$ cat config.mk
export PLATFORM = sky130hd
export DESIGN_NAME = axil_regfile
export DESIGN_NICKNAME = d
export VERILOG_FILES = /design/src/rtl/axil_regfile.sv
export SDC_FILE = /design/constraint.sdc
export NUM_CORES = 1
export LEC_CHECK = 0
export CAP_MARGIN = 0
export CORE_MARGIN = 1
export CORE_UTILIZATION = 45
export DETAILED_ROUTE_END_ITERATION = 12
export GPL_TIMING_DRIVEN = 0
export HOLD_SLACK_MARGIN = 0.03
export PLACE_DENSITY = 0.84
export SYNTH_ARGS = -nofsm -noshare
export SYNTH_HDL_FRONTEND = slang
export SYNTH_SLANG_ARGS = --single-unit
$ cat constraint.sdc
create_clock -name clk -period 2.9 [get_ports clk]
set_clock_uncertainty 0.05 [all_clocks]
set_input_delay 0.29 -clock clk [delete_from_list [all_inputs] [get_ports clk]]
set_output_delay 0.29 -clock clk [all_outputs]
set_load 0.005 [all_outputs]
$ cat src/rtl/axil_regfile.sv
// axil_regfile: AXI-Lite slave register bank. N_REGS read/write control
// registers decoded from BASE_ADDR, plus one read-only status word at index 15.
// Single-beat transactions only; every transaction gets OKAY or SLVERR.
module axil_regfile #(
    parameter logic [31:0] BASE_ADDR = 32'h4000_0000,
    parameter int          N_REGS    = 8,
    parameter logic [31:0] RESET_VAL = 32'h0
) (
    input  logic                  clk,
    input  logic                  resetn,
    input  logic [31:0]           awaddr,
    input  logic                  awvalid,
    output logic                  awready,
    input  logic [31:0]           wdata,
    input  logic [3:0]            wstrb,
    input  logic                  wlast,
    input  logic                  wvalid,
    output logic                  wready,
    output logic [1:0]            bresp,
    output logic                  bvalid,
    input  logic                  bready,
    input  logic [31:0]           araddr,
    input  logic                  arvalid,
    output logic                  arready,
    output logic [31:0]           rdata,
    output logic [1:0]            rresp,
    output logic                  rvalid,
    input  logic                  rready,
    output logic [32*N_REGS-1:0]  ctrl_regs,
    input  logic [31:0]           status_in
);

    localparam logic [1:0] RESP_OKAY   = 2'b00;
    localparam logic [1:0] RESP_SLVERR = 2'b10;
    localparam logic [4:0] N_REGS_W    = 5'(N_REGS);
    localparam logic [3:0] STATUS_IDX  = 4'd15;

    // Returns {hit, idx}: hit means inside the 64-byte window and word aligned.
    function automatic logic [4:0] decode(input logic [31:0] addr);
        logic [31:0] off;
        off = addr - BASE_ADDR;
        return {(off < 32'd64) && (off[1:0] == 2'b00), off[5:2]};
    endfunction

    logic        ready_en_q, ready_en_d;
    logic        aw_held_q, aw_held_d;
    logic [31:0] awaddr_q, awaddr_d;
    logic        w_held_q, w_held_d;
    logic [31:0] wdata_q, wdata_d;
    logic [3:0]  wstrb_q, wstrb_d;
    logic        bvalid_q, bvalid_d;
    logic [1:0]  bresp_q, bresp_d;
    logic        rvalid_q, rvalid_d;
    logic [31:0] rdata_q, rdata_d;
    logic [1:0]  rresp_q, rresp_d;
    logic [31:0] regs_q [N_REGS];
    logic [31:0] regs_d [N_REGS];

    logic        aw_accept, w_accept, ar_accept, commit;
    logic [4:0]  wr_dec, rd_dec;
    logic        wr_reg_ok;
    logic [31:0] rd_data;
    logic [1:0]  rd_resp;

    // Readies are held low until the first edge after reset so that every
    // ready output reads 0 while resetn is asserted.
    assign awready = ready_en_q && !aw_held_q && !bvalid_q;
    assign wready  = ready_en_q && !w_held_q && !bvalid_q;
    assign arready = ready_en_q && !rvalid_q;

    assign bvalid = bvalid_q;
    assign bresp  = bresp_q;
    assign rvalid = rvalid_q;
    assign rdata  = rdata_q;
    assign rresp  = rresp_q;

    assign aw_accept = awvalid && awready;
    // wlast carries no information for single-beat transfers; the tautology
    // only keeps the port referenced.
    assign w_accept  = wvalid && wready && (wlast || !wlast);
    assign ar_accept = arvalid && arready;
    assign commit    = aw_held_q && w_held_q && !bvalid_q;

    assign wr_dec    = decode(awaddr_q);
    assign wr_reg_ok = wr_dec[4] && ({1'b0, wr_dec[3:0]} < N_REGS_W);
    assign rd_dec    = decode(araddr);

    // Write path: channel holding registers, commit with byte strobes, B response.
    always_comb begin
        ready_en_d = 1'b1;
        aw_held_d  = aw_held_q;
        awaddr_d   = awaddr_q;
        w_held_d   = w_held_q;
        wdata_d    = wdata_q;
        wstrb_d    = wstrb_q;
        bvalid_d   = bvalid_q;
        bresp_d    = bresp_q;
        regs_d     = regs_q;
        if (aw_accept) begin
            aw_held_d = 1'b1;
            awaddr_d  = awaddr;
        end
        if (w_accept) begin
            w_held_d = 1'b1;
            wdata_d  = wdata;
            wstrb_d  = wstrb;
        end
        if (commit) begin
            aw_held_d = 1'b0;
            w_held_d  = 1'b0;
            bvalid_d  = 1'b1;
            bresp_d   = wr_reg_ok ? RESP_OKAY : RESP_SLVERR;
            for (int k = 0; k < N_REGS; k++) begin
                if (wr_reg_ok && (wr_dec[3:0] == 4'(k))) begin
                    for (int b = 0; b < 4; b++) begin
                        if (wstrb_q[b]) begin
                            regs_d[k][8*b +: 8] = wdata_q[8*b +: 8];
                        end
                    end
                end
            end
        end else if (bvalid_q && bready) begin
            bvalid_d = 1'b0;
        end
    end

    // Read path: select the addressed word and register it on AR acceptance.
    always_comb begin
        rd_data  = 32'hDEAD_BEEF;
        rd_resp  = RESP_SLVERR;
        rvalid_d = rvalid_q;
        rdata_d  = rdata_q;
        rresp_d  = rresp_q;
        if (rd_dec[4]) begin
            if (rd_dec[3:0] == STATUS_IDX) begin
                rd_data = status_in;
                rd_resp = RESP_OKAY;
            end else begin
                for (int k = 0; k < N_REGS; k++) begin
                    if (rd_dec[3:0] == 4'(k)) begin
                        rd_data = regs_q[k];
                        rd_resp = RESP_OKAY;
                    end
                end
            end
        end
        if (ar_accept) begin
            rvalid_d = 1'b1;
            rdata_d  = rd_data;
            rresp_d  = rd_resp;
        end else if (rvalid_q && rready) begin
            rvalid_d = 1'b0;
        end
    end

    // Flatten the register array onto the ctrl_regs bus.
    always_comb begin
        ctrl_regs = '0;
        for (int k = 0; k < N_REGS; k++) begin
            ctrl_regs[32*k +: 32] = regs_q[k];
        end
    end

    // State registers; reset drops any transaction in flight without a response.
    always_ff @(posedge clk or negedge resetn) begin
        if (!resetn) begin
            ready_en_q <= 1'b0;
            aw_held_q  <= 1'b0;
            awaddr_q   <= '0;
            w_held_q   <= 1'b0;
            wdata_q    <= '0;
            wstrb_q    <= '0;
            bvalid_q   <= 1'b0;
            bresp_q    <= '0;
            rvalid_q   <= 1'b0;
            rdata_q    <= '0;
            rresp_q    <= '0;
            for (int k = 0; k < N_REGS; k++) begin
                regs_q[k] <= RESET_VAL;
            end
        end else begin
            ready_en_q <= ready_en_d;
            aw_held_q  <= aw_held_d;
            awaddr_q   <= awaddr_d;
            w_held_q   <= w_held_d;
            wdata_q    <= wdata_d;
            wstrb_q    <= wstrb_d;
            bvalid_q   <= bvalid_d;
            bresp_q    <= bresp_d;
            rvalid_q   <= rvalid_d;
            rdata_q    <= rdata_d;
            rresp_q    <= rresp_d;
            regs_q     <= regs_d;
        end
    end

endmodule

==> out/qor.yml <==
yosys:
  synth-seq-cells: 363
  synthFlopType: "dfrtp_1"
  syn_area_sq_um: 16600
  synth_cells: 1317
  synth-edff-count: 0
  yosysWarnings: 0
  async_flop_share: 1.00
  yosysSeqAreaShare: 0.547
  synth_area_per_cell_sq_um: 12.6
  synth.distinct_cells: 58
  synth.area.mux_share: 0.250
  synthSimpleGateAreaFrac: 0.0872
  synthXorXnorAreaFrac: 0
  synthAdderAreaFrac: 0
  synth_top_family_by_area: "multiplexers"
  synth_compound_area_frac: 0.0939
timing:
  slew_viol_final: 0
  period_minus_slack_ps: 2930
  rsz0062_at_grt: "true"
  fin_hold_ws_ps: 211
  period_share: 1.01
  setup_violations: 2
  worst_slack_ps: -28.9
  worst_slew_pin_slew_ps: 1340
  finalHoldViolCount: 0
  max_freq_mhz: 341
  relSlewSlack: 0.102
power_and_ir_drop:
  powerDensity_nw_per_um2: 583
  vdd_drop_max_v: 0.000492
  p_leak_nw: 10.0
die:
  row_count: 69
  io_pins: 437
  die_y_microns: 194
  dieArea_sq_um: 37700
  core_sq_um: 35900
  initial_core_util: 0.462
  die_x_microns: 194
clock_tree:
  cts_sinks: 363
  clkTransAtPathRegs_ps: 60
  cts_tree: "done"
  clockBufferDepth: 3
  insertion_delay_ps: 550
  cts_buffers: 40
  root_buffer: "clkbuf_16"
  htreeDepth: 2
worst_setup_path:
  critical_path_required_ps: 3250
  crit_type: "input pin to flop"
  critPathCaptureType: "flop"
  startpoint_type: "input pin"
  cp_max_fo: 10
  arrival_ps: 3280
finish:
  layout-drive-gt1-share: 0.265
  layoutNonFillerInstCount: 2292
  syn_to_final_growth_pct: 38.8
  nets: 1934
routing:
  vias_per_cell: 6.18
  drt-total-wl_mm: 67.8
  dr_total_vias: 14200
  route.detailed.drc: 0
  wl_per_cell_microns: 29.6
  postRouteAntennaNets: 0
  drtIter0Drc: 1280
  dr.pass1.iters: 6
placement:
  gp_congestion: 0.899
  dpl.cell_count: 2214
  hpwl_mm: 48.0
  post-place-ws_ps: -1030
  port_buffers: 432
global_routing:
  grt_max_degree: 129
  grt_pass1_wl_mm: 97.6
  grt-ovfl-total: 0
  antenna_found_initial: 7
  grt.total_usage: 0.356
  grt_pass1_vias: 14500
hold_path:
  hold_class: "input pin to async pin"
outcome:
  status: "finished, violations left"
  violations: "negative setup slack"
flow_run:
  maxCapViolCount: 0
-- worst paths after layout --
kind / startpoint / end / slack, ps / cells after the start
min in group clk: rready / rvalid$_DFFE_PN0P_ / 290 / 2
max reg2reg: awaddr_q[29]$_DFFE_PN0P_ / ctrl_regs[247]$_DFFE_PN0P_ / 100 / 5
max in group asynchronous: resetn / rdata[10]$_DFFE_PN0P_ / 1340 / 4
min reg2reg: wstrb_q[3]$_DFFE_PN0P_ / wstrb_q[3]$_DFFE_PN0P_ / 450 / 1
min: resetn / wstrb_q[0]$_DFFE_PN0P_ / 210 / 2
max: araddr[3] / rdata[7]$_DFFE_PN0P_ / -30 / 7
-- cell families (layout without fill, tap and decap cells) --
kind of cell,count (synthesis),in the layout
muxes,369,369
and+or+nand+nor,259,259
other,2,10
AOI/OAI and AO/OA,239,239
DFF,363,363
buffers and inverters,85,591
-- cell usage after synthesis (all sizes together) (14+ instances only) --
cell / number / area, sq um
a31oi: 23 / 144
clkbuf: 39 / 146
nor2: 88 / 442
mux2: 340 / 3830
buf: 27 / 146
o21a: 14 / 105
dfrtp: 363 / 9080
a21oi: 66 / 330
inv: 19 / 71.3
mux2i: 27 / 270
o22ai: 40 / 250
nand2: 71 / 267
o21ai: 22 / 110
-- where the power goes --
group	switching, mW	internal (mW)
Clock	2.12	3.24
Combinational	0.848	0.863
Sequential	0.804	5.58
Total	3.77	9.68
-- placed cells by master (no fill, tap or decap), types with 10 or more instances in the layout --
master	Yosys	layout
or4b_2	10	10
clkdlybuf4s50_1	0	431
mux2_2	323	323
inv_1	19	19
mux2i_1	27	27
dfrtp_1	363	363
a31oi_1	23	22
nor4_1	12	12
a21oi_1	66	66
buf_2	15	16
a21o_1	10	10
nor2_2	29	28
o21ai_0	21	21
clkbuf_16	0	41
clkbuf_1	39	37
o21a_1	14	14
nand2_1	71	71
mux2_1	17	17
clkbuf_8	0	11
nor2_1	55	54
nand2b_1	13	13
o22ai_1	40	40
clkbuf_2	0	12
-- flip-flops by register name, indices dropped and copies added, names as in the netlist --
signal	count
wdata_q	32
aw_held_q	1
w_held_q	1
bvalid	1
rvalid	1
wstrb_q	4
rresp	1
bresp	1
rdata	32
awaddr_q	32
ctrl_regs	256
ready_en_q	1
-- cell type report --
cell class	instances	area [sq um]
inverter	19	71.3
tap	461	577
multi-input combinational	870	7200
buffer	64	309
antenna	7	17.5
clock inverter	10	164
timing repair buffer	436	4420
sequential	363	9080
clock buffer	62	1210
fill	2706	12900
-- routing by layer --
metal / share of wire / GRT usage
met1: 0.38 / 0.450
met2: 0.45 / 0.550
met3: 0.11 / 0.105
met4: 0.056 / 0.195
met5: 0 / 0
-- repair_timing --
action | 4_1_cts | 5_1_grt
setup buffers | 0 | 0
endpoints found under the hold margin | 55 | 0
endpoints found under the setup margin | 33 | 50
gates resized for setup | 12 | 19
hold buffers | 1 | 0
-- critical path, stage by stage --
cell	delay, ps
clkbuf_1	360
buf_2	290
buf_2	490
clkbuf_1	680
nand2_1	610
o21ai_0	410
a31oi_1	140
-- stage by stage --
stage / TNS [ps] / util / total power [mW] / area, sq um
2_1_floorplan: 0 / - / 7.06 / 16600
3_3_place_gp: -5025620 / 0.599 / 7.97 / 21500
3_5_place_dp: -25470 / 0.601 / 8.10 / 21600
4_1_cts: 0 / 0.641 / 13.4 / 23000
5_1_grt: -40.0 / 0.642 / 13.8 / 23100
6_report: -29.6 / 0.642 / 13.4 / 23100
No activity file was read; power rests on OpenSTA's default activity.
